**config.mk**
```make
export PLATFORM = sky130hd
export DESIGN_NAME = bitvert_column_sequencer
export DESIGN_NICKNAME = d
export VERILOG_FILES = /design/src/rtl/bitvert_column_sequencer_pkg.sv /design/src/rtl/bitvert_group_sum.sv /design/src/rtl/bitvert_column_sequencer.sv
export SDC_FILE = /design/constraint.sdc
export NUM_CORES = 1
export LEC_CHECK = 0
export ABC_AREA = 1
export BUFFER_PORTS_ARGS = -buffer_cell sky130_fd_sc_hd__buf_2
export CORE_MARGIN = 2
export CORE_UTILIZATION = 58
export CTS_CLUSTER_DIAMETER = 200
export CTS_CLUSTER_SIZE = 12
export DETAILED_ROUTE_END_ITERATION = 7
export HOLD_SLACK_MARGIN = 0.03
export PLACE_DENSITY = 0.92
export SLEW_MARGIN = 20
export SYNTH_ARGS = -nofsm -noshare
export SYNTH_HDL_FRONTEND = slang
export SYNTH_SLANG_ARGS = --single-unit
export TNS_END_PERCENT = 20
```
**constraint.sdc**
```tcl
create_clock -name clk -period 24.3 [get_ports clk]
set_input_delay 4.86 -clock clk [delete_from_list [all_inputs] [get_ports clk]]
set_output_delay 4.86 -clock clk [all_outputs]
set_load 0.005 [all_outputs]
```
**src/rtl/bitvert_column_sequencer_pkg.sv**
```systemverilog
// Shared types and constants for the bit-vertical column sequencer.
// The group/mux structure is fixed: 16 activations as 2 groups of 8, 8 mux lanes.
package bitvert_column_sequencer_pkg;

  localparam int unsigned GROUP_SIZE = 8;
  localparam int unsigned NUM_GROUPS = 2;
  localparam int unsigned MUX_LANES  = 8;
  localparam logic [2:0]  MSB_COL    = 3'd7;

  typedef enum logic [2:0] {
    StIdle,
    StSum,
    StRun,
    StDrain,
    StWait
  } seq_state_e;

  typedef struct packed {
    logic [MUX_LANES-1:0][2:0] sel;
    logic [MUX_LANES-1:0]      val;
    logic [NUM_GROUPS-1:0]     skip_zero;
    logic [2:0]                mul_const;
    logic                      shift_mul;
    logic                      en_mul;
    logic [2:0]                idx;
    logic                      last;
  } col_desc_t;

  function automatic logic is_msb_col(input logic [2:0] idx);
    return idx == MSB_COL;
  endfunction

endpackage

```
**src/rtl/bitvert_group_sum.sv**
```systemverilog
// Combinational signed adder tree: sum of one 8-lane activation group.
// Each level widens by one bit so the result is exact (no saturation).
module bitvert_group_sum
  import bitvert_column_sequencer_pkg::*;
#(
  parameter int unsigned DATA_WIDTH    = 8,
  parameter int unsigned SUM_ACT_WIDTH = DATA_WIDTH + 3
) (
  input  logic [GROUP_SIZE*DATA_WIDTH-1:0] act,
  output logic [SUM_ACT_WIDTH-1:0]         sum
);

  logic signed [DATA_WIDTH-1:0] lane [GROUP_SIZE];
  logic signed [DATA_WIDTH:0]   s1   [4];
  logic signed [DATA_WIDTH+1:0] s2   [2];
  logic signed [DATA_WIDTH+2:0] s3;

  always_comb begin
    for (int i = 0; i < int'(GROUP_SIZE); i++) begin
      lane[i] = act[i*DATA_WIDTH +: DATA_WIDTH];
    end
    for (int i = 0; i < 4; i++) begin
      s1[i] = {lane[2*i][DATA_WIDTH-1], lane[2*i]} + {lane[2*i+1][DATA_WIDTH-1], lane[2*i+1]};
    end
    for (int i = 0; i < 2; i++) begin
      s2[i] = {s1[2*i][DATA_WIDTH], s1[2*i]} + {s1[2*i+1][DATA_WIDTH], s1[2*i+1]};
    end
    s3 = {s2[0][DATA_WIDTH+1], s2[0]} + {s2[1][DATA_WIDTH+1], s2[1]};
  end

  assign sum = SUM_ACT_WIDTH'(s3);

endmodule

```
**src/rtl/bitvert_column_sequencer.sv**
```systemverilog
// Upstream control for the 16-lane bit-vertical MAC: captures a tile, precomputes
// group sums, issues one registered column per cycle, then a drain column and tile_done.
module bitvert_column_sequencer
  import bitvert_column_sequencer_pkg::*;
#(
  parameter int unsigned DATA_WIDTH    = 8,
  parameter int unsigned VEC_LENGTH    = 16,
  parameter int unsigned SUM_ACT_WIDTH = $clog2(VEC_LENGTH) + DATA_WIDTH - 1,
  parameter int unsigned MAC_LATENCY   = 2
) (
  input  logic                                 clk,
  input  logic                                 reset,
  input  logic                                 act_valid,
  output logic                                 act_ready,
  input  logic [VEC_LENGTH*DATA_WIDTH-1:0]     act_data,
  input  logic                                 act_first,
  input  logic                                 col_valid,
  output logic                                 col_ready,
  input  logic [VEC_LENGTH/2*3-1:0]            col_sel,
  input  logic [VEC_LENGTH/2-1:0]              col_val,
  input  logic [VEC_LENGTH/8-1:0]              col_skip_zero,
  input  logic [2:0]                           col_mul_const,
  input  logic                                 col_shift_mul,
  input  logic                                 col_en_mul,
  input  logic [2:0]                           col_idx,
  input  logic                                 col_last,
  output logic [VEC_LENGTH*DATA_WIDTH-1:0]     mac_act,
  output logic [VEC_LENGTH/2*3-1:0]            mac_act_sel,
  output logic [VEC_LENGTH/2-1:0]              mac_act_val,
  output logic [VEC_LENGTH/8*SUM_ACT_WIDTH-1:0] mac_sum_act,
  output logic [2:0]                           mac_mul_const,
  output logic                                 mac_is_shift_mul,
  output logic                                 mac_en_mul,
  output logic [2:0]                           mac_column_idx,
  output logic                                 mac_is_msb,
  output logic [VEC_LENGTH/8-1:0]              mac_is_skip_zero,
  output logic                                 mac_en_acc,
  output logic                                 mac_load_accum,
  output logic                                 tile_done,
  output logic                                 busy
);

  localparam int unsigned ActW = VEC_LENGTH * DATA_WIDTH;
  localparam int unsigned SumW = NUM_GROUPS * SUM_ACT_WIDTH;
  localparam int unsigned SelW = MUX_LANES * 3;
  localparam int unsigned CntW = (MAC_LATENCY > 1) ? $clog2(MAC_LATENCY) : 1;

  seq_state_e state_q, state_d;

  logic [ActW-1:0]       act_q, act_d;
  logic                  act_first_q, act_first_d;
  logic                  first_pend_q, first_pend_d;
  logic [CntW-1:0]       wait_cnt_q, wait_cnt_d;
  logic [ActW-1:0]       mac_act_q, mac_act_d;
  logic [SumW-1:0]       sum_q, sum_d;
  logic [SelW-1:0]       sel_q, sel_d;
  logic [MUX_LANES-1:0]  val_q, val_d;
  logic [NUM_GROUPS-1:0] skip_q, skip_d;
  logic [2:0]            mul_const_q, mul_const_d;
  logic                  shift_q, shift_d;
  logic                  en_mul_q, en_mul_d;
  logic [2:0]            idx_q, idx_d;
  logic                  msb_q, msb_d;
  logic                  en_acc_q, en_acc_d;
  logic                  load_q, load_d;
  logic                  tile_done_q, tile_done_d;

  col_desc_t       col_in;
  logic [SumW-1:0] group_sum;

  assign col_in = {col_sel, col_val, col_skip_zero, col_mul_const, col_shift_mul, col_en_mul,
                   col_idx, col_last};

  for (genvar g = 0; g < NUM_GROUPS; g++) begin : g_group
    bitvert_group_sum #(
      .DATA_WIDTH    (DATA_WIDTH),
      .SUM_ACT_WIDTH (SUM_ACT_WIDTH)
    ) u_group_sum (
      .act (act_q[g*GROUP_SIZE*DATA_WIDTH +: GROUP_SIZE*DATA_WIDTH]),
      .sum (group_sum[g*SUM_ACT_WIDTH +: SUM_ACT_WIDTH])
    );
  end

  always_comb begin
    state_d      = state_q;
    act_d        = act_q;
    act_first_d  = act_first_q;
    first_pend_d = first_pend_q;
    wait_cnt_d   = wait_cnt_q;
    mac_act_d    = mac_act_q;
    sum_d        = sum_q;
    sel_d        = sel_q;
    val_d        = val_q;
    skip_d       = skip_q;
    mul_const_d  = mul_const_q;
    shift_d      = shift_q;
    en_mul_d     = en_mul_q;
    idx_d        = idx_q;
    msb_d        = msb_q;
    en_acc_d     = 1'b0;
    load_d       = 1'b0;
    tile_done_d  = 1'b0;

    unique case (state_q)
      StIdle: begin
        if (act_valid) begin
          act_d        = act_data;
          act_first_d  = act_first;
          first_pend_d = 1'b1;
          state_d      = StSum;
        end
      end
      StSum: begin
        mac_act_d = act_q;
        sum_d     = group_sum;
        state_d   = StRun;
      end
      StRun: begin
        // Without a descriptor this is a bubble: fields hold, enables stay low.
        if (col_valid) begin
          sel_d        = col_in.sel;
          val_d        = col_in.val;
          skip_d       = col_in.skip_zero;
          mul_const_d  = col_in.mul_const;
          shift_d      = col_in.shift_mul;
          en_mul_d     = col_in.en_mul;
          idx_d        = col_in.idx;
          msb_d        = is_msb_col(col_in.idx);
          en_acc_d     = 1'b1;
          load_d       = first_pend_q & act_first_q;
          first_pend_d = 1'b0;
          if (col_in.last) begin
            state_d = StDrain;
          end
        end
      end
      StDrain: begin
        // Zero-contribution column that flushes the MAC's delayed partial sum.
        en_acc_d   = 1'b1;
        en_mul_d   = 1'b0;
        val_d      = '0;
        skip_d     = '1;
        wait_cnt_d = '0;
        state_d    = StWait;
      end
      StWait: begin
        if (wait_cnt_q == CntW'(MAC_LATENCY - 1)) begin
          tile_done_d = 1'b1;
          state_d     = StIdle;
        end else begin
          wait_cnt_d = wait_cnt_q + CntW'(1);
        end
      end
      default: state_d = StIdle;
    endcase
  end

  always_ff @(posedge clk or posedge reset) begin
    if (reset) begin
      state_q      <= StIdle;
      act_q        <= '0;
      act_first_q  <= 1'b0;
      first_pend_q <= 1'b0;
      wait_cnt_q   <= '0;
      mac_act_q    <= '0;
      sum_q        <= '0;
      sel_q        <= '0;
      val_q        <= '0;
      skip_q       <= '0;
      mul_const_q  <= '0;
      shift_q      <= 1'b0;
      en_mul_q     <= 1'b0;
      idx_q        <= '0;
      msb_q        <= 1'b0;
      en_acc_q     <= 1'b0;
      load_q       <= 1'b0;
      tile_done_q  <= 1'b0;
    end else begin
      state_q      <= state_d;
      act_q        <= act_d;
      act_first_q  <= act_first_d;
      first_pend_q <= first_pend_d;
      wait_cnt_q   <= wait_cnt_d;
      mac_act_q    <= mac_act_d;
      sum_q        <= sum_d;
      sel_q        <= sel_d;
      val_q        <= val_d;
      skip_q       <= skip_d;
      mul_const_q  <= mul_const_d;
      shift_q      <= shift_d;
      en_mul_q     <= en_mul_d;
      idx_q        <= idx_d;
      msb_q        <= msb_d;
      en_acc_q     <= en_acc_d;
      load_q       <= load_d;
      tile_done_q  <= tile_done_d;
    end
  end

  assign act_ready        = (state_q == StIdle);
  assign col_ready        = (state_q == StRun);
  assign busy             = (state_q != StIdle);
  assign mac_act          = mac_act_q;
  assign mac_sum_act      = sum_q;
  assign mac_act_sel      = sel_q;
  assign mac_act_val      = val_q;
  assign mac_mul_const    = mul_const_q;
  assign mac_is_shift_mul = shift_q;
  assign mac_en_mul       = en_mul_q;
  assign mac_column_idx   = idx_q;
  assign mac_is_msb       = msb_q;
  assign mac_is_skip_zero = skip_q;
  assign mac_en_acc       = en_acc_q;
  assign mac_load_accum   = load_q;
  assign tile_done        = tile_done_q;

endmodule
```
==> reports/metrics.cfg, run 1 <==
[outcome]
status = completed

[drt]
first_pass_iters = 7
ant_nets = 0
routed_wl_mm = 40.15
drt_iter0_drc = 1053
avgViaCountPerCell = 5.322
wl_per_cell_um = 17.47
num_vias = 12231
drc = 0

[worst_hold_path]
hold_class = reg2reg
hold-path-cell-count = 2
whs_endpoint = mac_act[48]
min_from = mac_act[48]

[critical_path]
critical_path.n_buffers_inverters = 2
rrSetupSlack_ns = 20.15
crit_family = buffers and inverters
crit_chain = buf_2, nand2_8, buf_4, mux2_2
arrival_ns = 6.98
critPathSlowestCell = buf_4
reg2reg_from = act_q[66]
start_kind = primary input
r2r_cells = 15
critPathCaptureType = flip-flop
path_max_fanout = 138
crit_path_max_incr_delay_ns = 0.89
criticalPathCategory = in2reg
cp.required_ns = 24.73
timing.rr.end = mac_sum_act[17]

[final_layout]
final_cell_mix = nand2_1, buf_2, dfrtp_1
final_common_cell = nand2_1
syn_to_final_growth_pct = 18.26
fin_cells = 2298
drive_gt1_share_pct = 22.76
final_nets = 2256

[grt]
grt_first_pass_wirelength_mm = 64.49
antenna_found_initial = 2
grt_pass1_vias = 12664
grt-ovfl-total = 0
grt_max_degree = 144
grt_usage_pct = 28.93

[synth]
synth_top_area_share_pct = 52.99
synth.distinct_cells = 28
syn_nets = 1909
synth_seq_area_share_pct = 52.99
avgSynthCellArea_um2 = 9.686
synth-seq-cells = 330
synthTopCellsByArea = dfrtp_1, fa_1, nand2_1
synth_warnings = 0
syn_area_um2 = 15580
yosys.area.top_type = dfrtp_1
synth_cells = 1609

[placed_design]
hpwl_mm = 29.19
gp_congestion = 0.8799
place_inst = 2264
io_buffers = 374

[die]
placeableCoreArea_um2 = 26650
initial_core_util_pct = 58.48
ios = 375
fp.dieW_um = 167.9
std_cell_rows = 60
die_h_um = 167.9
die_area_um2 = 28200

[timing]
slew_headroom_pct = 27.84
final_max_slew_viol_count = 0
finalCritPeriodShare_pct = 26.97
max_freq_mhz = 152.6
tightest_slew_ns = 1.082
fin_crit_ns = 6.554
hold_viol_final = 0
fin_skew_ns = 0.01141
rsz0062_at_grt = no
setup_violations = 0
fin_tns_setup_ns = 0

[clock_network]
cts_max_level = 1
clock_latency_ns = 0.55
ctsHoldBuffers = 0
post-cts-setup-buffer-count = 0
clkSinkCount = 330
cts_tree = yes
clkTransAtPathRegs_ns = 0.06
cts_root_buffer = clkbuf_16
clockBufferDepth = 3
numCtsBuffers = 31
post_cts_resized = 0

[run]
max_cap_violations = 0

[tightest hold or removal path, cell delays in order, from the launching register on]
cell     delay, ns
dfrtp_1       0.33
nand2_1       0.05
nand2_1       0.05
[cell families (layout without fill, tap and decap cells)]
| kind of cell | count (synthesis) | count (layout) | synth area share [%] |
|---|---|---|---|
| XOR/XNOR | 3 | 3 | 0.1686 |
| buffers and inverters | 335 | 681 | 8.542 |
| flip-flops | 330 | 330 | 52.99 |
| other | 0 | 2 | 0 |
| multiplexers | 19 | 19 | 1.373 |
| AO/OA/AOI/OAI | 244 | 244 | 8.157 |
| adder cells (fa/ha/maj) | 124 | 124 | 14.87 |
| AND/OR/NAND/NOR | 554 | 554 | 13.90 |
[flip-flops by register name (all words and copies together), names as in the netlist, 2 cells and up]
register,flops
act_q,128
mac_act,128
mac_act_sel,24
mac_sum_act,22
mac_act_val,8
mac_column_idx,3
mac_mul_const,3
state_q,3
mac_is_skip_zero,2
[through the flow]
step	setup slack [ns]	hold slack (ns)	utilization (%)	cell area [um2]
2_1_floorplan	10.30	0.4422	-	15580
3_3_place_gp	16.99	0.4497	66.18	17640
3_5_place_dp	16.89	0.4535	66.18	17640
4_1_cts	17.49	0.4707	69.13	18420
5_1_grt	17.48	0.4825	69.16	18430
6_report	17.75	0.4658	69.16	18430
[metal layers]
layer / global-route usage (%) / share of wire (%)
met1: 36.96 / 39
met2: 48.90 / 50
met3: 5.642 / 7.5
met4: 12.21 / 4.1
met5: 0 / 0
[worst max path at each step]
stage / start / endpoint / slack (ns) / cells after the start
after global placement: reset / mac_act_val[1] / 16.99 / 4
after detailed placement: reset / mac_en_mul / 16.89 / 4
final: act_valid / act_q[103] / 17.75 / 4
after global routing: reset / mac_act_val[5] / 17.48 / 4
after floorplan: reset / act_first_q / 10.30 / 1
after CTS: reset / mac_act_val[4] / 17.49 / 4
[Yosys cell counts (all sizes together)]
library cell  instances
clkbuf               21
nor3                  2
nor2                127
or2                   4
dfrtp               330
inv                 268
o2111a                1
nand3                20
nand3b                8
a21oi               116
nand2               393
o21ai               115
o22a                  2
mux2                 19
o31ai                 1
ha                   22
xnor2                 3
a22o                  9
fa                  102
buf                  46
[final cells by class]
| cell class | count | area (um2) |
|---|---|---|
| sequential | 330 | 8258 |
| fill | 1903 | 8219 |
| multi-input combinational | 944 | 6011 |
| timing repair buffer | 381 | 1928 |
| inverter | 268 | 1018 |
| clock buffer | 31 | 775.7 |
| tap | 341 | 426.7 |
| clock inverter | 1 | 8.758 |
| antenna | 2 | 5.005 |
Power of run 1 is left out: the tool's default activity adds up to more than one toggle a clock period on the data nets, which glitch-free logic cannot reach.
==> run 2: changes to the inputs <==
- CORE_UTILIZATION: 58 -> 49
- PLACE_DENSITY: 0.92 -> 0.83
- clock period: 24.3 -> 5.98 ns (I/O delays scaled with it)
==> run 2 against run 1 <==
- clock-buffer cell count did not move
- die area rose by 18%
- worst setup slack got worse by 16 ns
- hold slack got worse by 0.0019 ns
- via count fell by 2.7%
- critical path type is now reg2reg
- sequential cell count did not move
- routed wire length fell by 1.3%
- cell count rose by 2.7%
- non-clock buffer count rose by 1
==> reports/metrics.cfg, run 2 (synthesized netlist as in run 1, its figures left out) <==
[timing]
finalCritPeriodShare_pct = 68.90
worst_hold_slack_ns = 0.4639  ; -0.001880 ns
fin_tns_setup_ns = 0  ; unchanged
setup_violations = 0  ; unchanged
layout_setup_ws_ns = 1.860  ; -15.89 ns
slew_headroom_pct = 24.09  ; -3.7 points
tightest_slew_ns = 1.139  ; +0.05618 ns
rsz0062_at_grt = no
fin_skew_ns = 0.01253  ; +0.001117 ns
max_freq_mhz = 242.7
final_max_slew_viol_count = 0  ; unchanged
fin_crit_ns = 4.120
hold_viol_final = 0  ; unchanged

[final_layout]
fillers = 2624  ; +38%
ff_latch_area_um2 = 8258  ; unchanged
syn_to_final_growth_pct = 19.03
fin_area_um2 = 18550  ; +0.65%
final_nets = 2257  ; +0.044%
final_cell_mix = nand2_1, buf_2, dfrtp_1
final_common_cell = nand2_1
multi_input_area_um2 = 6011  ; unchanged
drive_gt1_share_pct = 22.80  ; +0.039 points

[clock_network]
post-cts-setup-buffer-count = 0  ; unchanged
cts_root_buffer = clkbuf_16
clkSinkCount = 330  ; unchanged
clock_latency_ns = 0.55  ; about the same
cts_max_level = 1  ; unchanged
ctsHoldBuffers = 0  ; unchanged
clkTransAtPathRegs_ns = 0.07  ; about the same
post_cts_resized = 0  ; unchanged
numCtsBuffers = 31  ; unchanged
cts_tree = yes
clockBufferDepth = 3  ; unchanged

[grt]
grt_max_degree = 170  ; +18%
grt-ovfl-total = 0  ; unchanged
grt_first_pass_wirelength_mm = 63.49  ; -1.6%
grt_pass1_vias = 12137  ; -4.2%
antenna_found_initial = 1  ; -1
grt_usage_pct = 24.12  ; -4.8 points

[drt]
num_vias = 11903  ; -2.7%
first_pass_iters = 5  ; -2
wl_per_cell_um = 16.81  ; -3.8%
routed_wl_mm = 39.64  ; -1.3%
drt_iter0_drc = 708  ; -33%
avgViaCountPerCell = 5.046  ; -5.2%
drc = 0  ; unchanged
ant_nets = 0  ; unchanged

[placed_design]
gp_congestion = 0.8713  ; -0.98%
dpl-instance-area_um2 = 17740  ; +0.55%
io_buffers = 374  ; unchanged
hpwl_mm = 29.10  ; -0.32%
place_ws_ns = 1.914  ; -14.98 ns

[worst_hold_path]
hold_class = reg2reg

[outcome]
status = completed

[critical_path]
start_kind = flip-flop
cp.required_ns = 6.42  ; -18.31 ns
arrival_ns = 4.56  ; -2.42 ns
critPathCaptureType = flip-flop
criticalPathCategory = reg2reg
path_max_fanout = 4  ; -97%

[die]
fp.dieW_um = 182.3  ; +8.6%
ios = 375  ; unchanged
die_h_um = 182.3  ; +8.6%
initial_core_util_pct = 49.52  ; -9.0 points
placeableCoreArea_um2 = 31470  ; +18%
std_cell_rows = 65  ; +8.3%
die_area_um2 = 33250  ; +18%

[run]
max_cap_violations = 0  ; unchanged

## run 2: cell types whose count changed in the layout (fill, tap and decap cells not counted)
| cell | change |
|---|---|
| buf_12 | +2 |
| buf_16 | +1 |
| buf_4 | -1 |
| buf_6 | -1 |
| clkinvlp_4 | +1 |
| diode_2 | -1 |
| inv_8 | -1 |
## run 2: per-layer routing
| metal | up-vias | global-route usage [%] | part of all wire [%] |
|---|---|---|---|
| met1 | 5806 | 31.84 | 41 |
| li1 | 5553 | - | - |
| met2 | 455 | 40.52 | 49 |
| met5 | - | 0 | 0 |
| met3 | 89 | 4.730 | 7.5 |
| met4 | 0 | 7.806 | 3.3 |
## run 2: worst paths after layout
| path | endpoint | cells after the start | startpoint | slack (ns) |
|---|---|---|---|---|
| setup / recovery | mac_sum_act[17] | 15 | act_q[66] | 1.86 |
| hold / removal | mac_act_sel[5] | 2 | mac_act_sel[5] | 0.46 |
| setup reg to reg | mac_sum_act[17] | 15 | act_q[66] | 1.86 |
| hold reg to reg | mac_act_sel[5] | 2 | mac_act_sel[5] | 0.46 |
| max in group asynchronous | mac_act[27] | 3 | reset | 4.06 |
| min in group asynchronous | mac_act[83] | 2 | reset | 0.67 |
## run 2: worst max-delay path, stage by stage, from the launching register on
cell,delay (ns)
dfrtp_1,0.33
inv_1,0.08
fa_1,0.54
inv_1,0.06
fa_1,0.51
fa_1,0.55
inv_1,0.07
fa_1,0.55
inv_1,0.05
ha_1,0.23
fa_1,0.41
nand3_1,0.10
nand3_1,0.12
or2_2,0.30
nand3_1,0.07
nand2_1,0.06
## run 2: area by class of cell
type | instances | share of cell area (%)
clock buffer | 31 | 4.182
tap | 402 | 2.711
timing repair buffer | 382 | 10.66
clock inverter | 1 | 0.04721
multi-input combinational | 944 | 32.40
antenna | 1 | 0.01349
sequential | 330 | 44.52
inverter | 268 | 5.470
## run 2: stage by stage
| stage | util (%) | std cells |
|---|---|---|
| floorplan | - | 1609 |
| global placement | 56.35 | 2325 |
| detailed placement | 56.35 | 2325 |
| CTS | 58.84 | 2357 |
| global route | 58.94 | 2359 |
| finish | 58.94 | 2359 |
Power of run 2 is left out for the same reason.
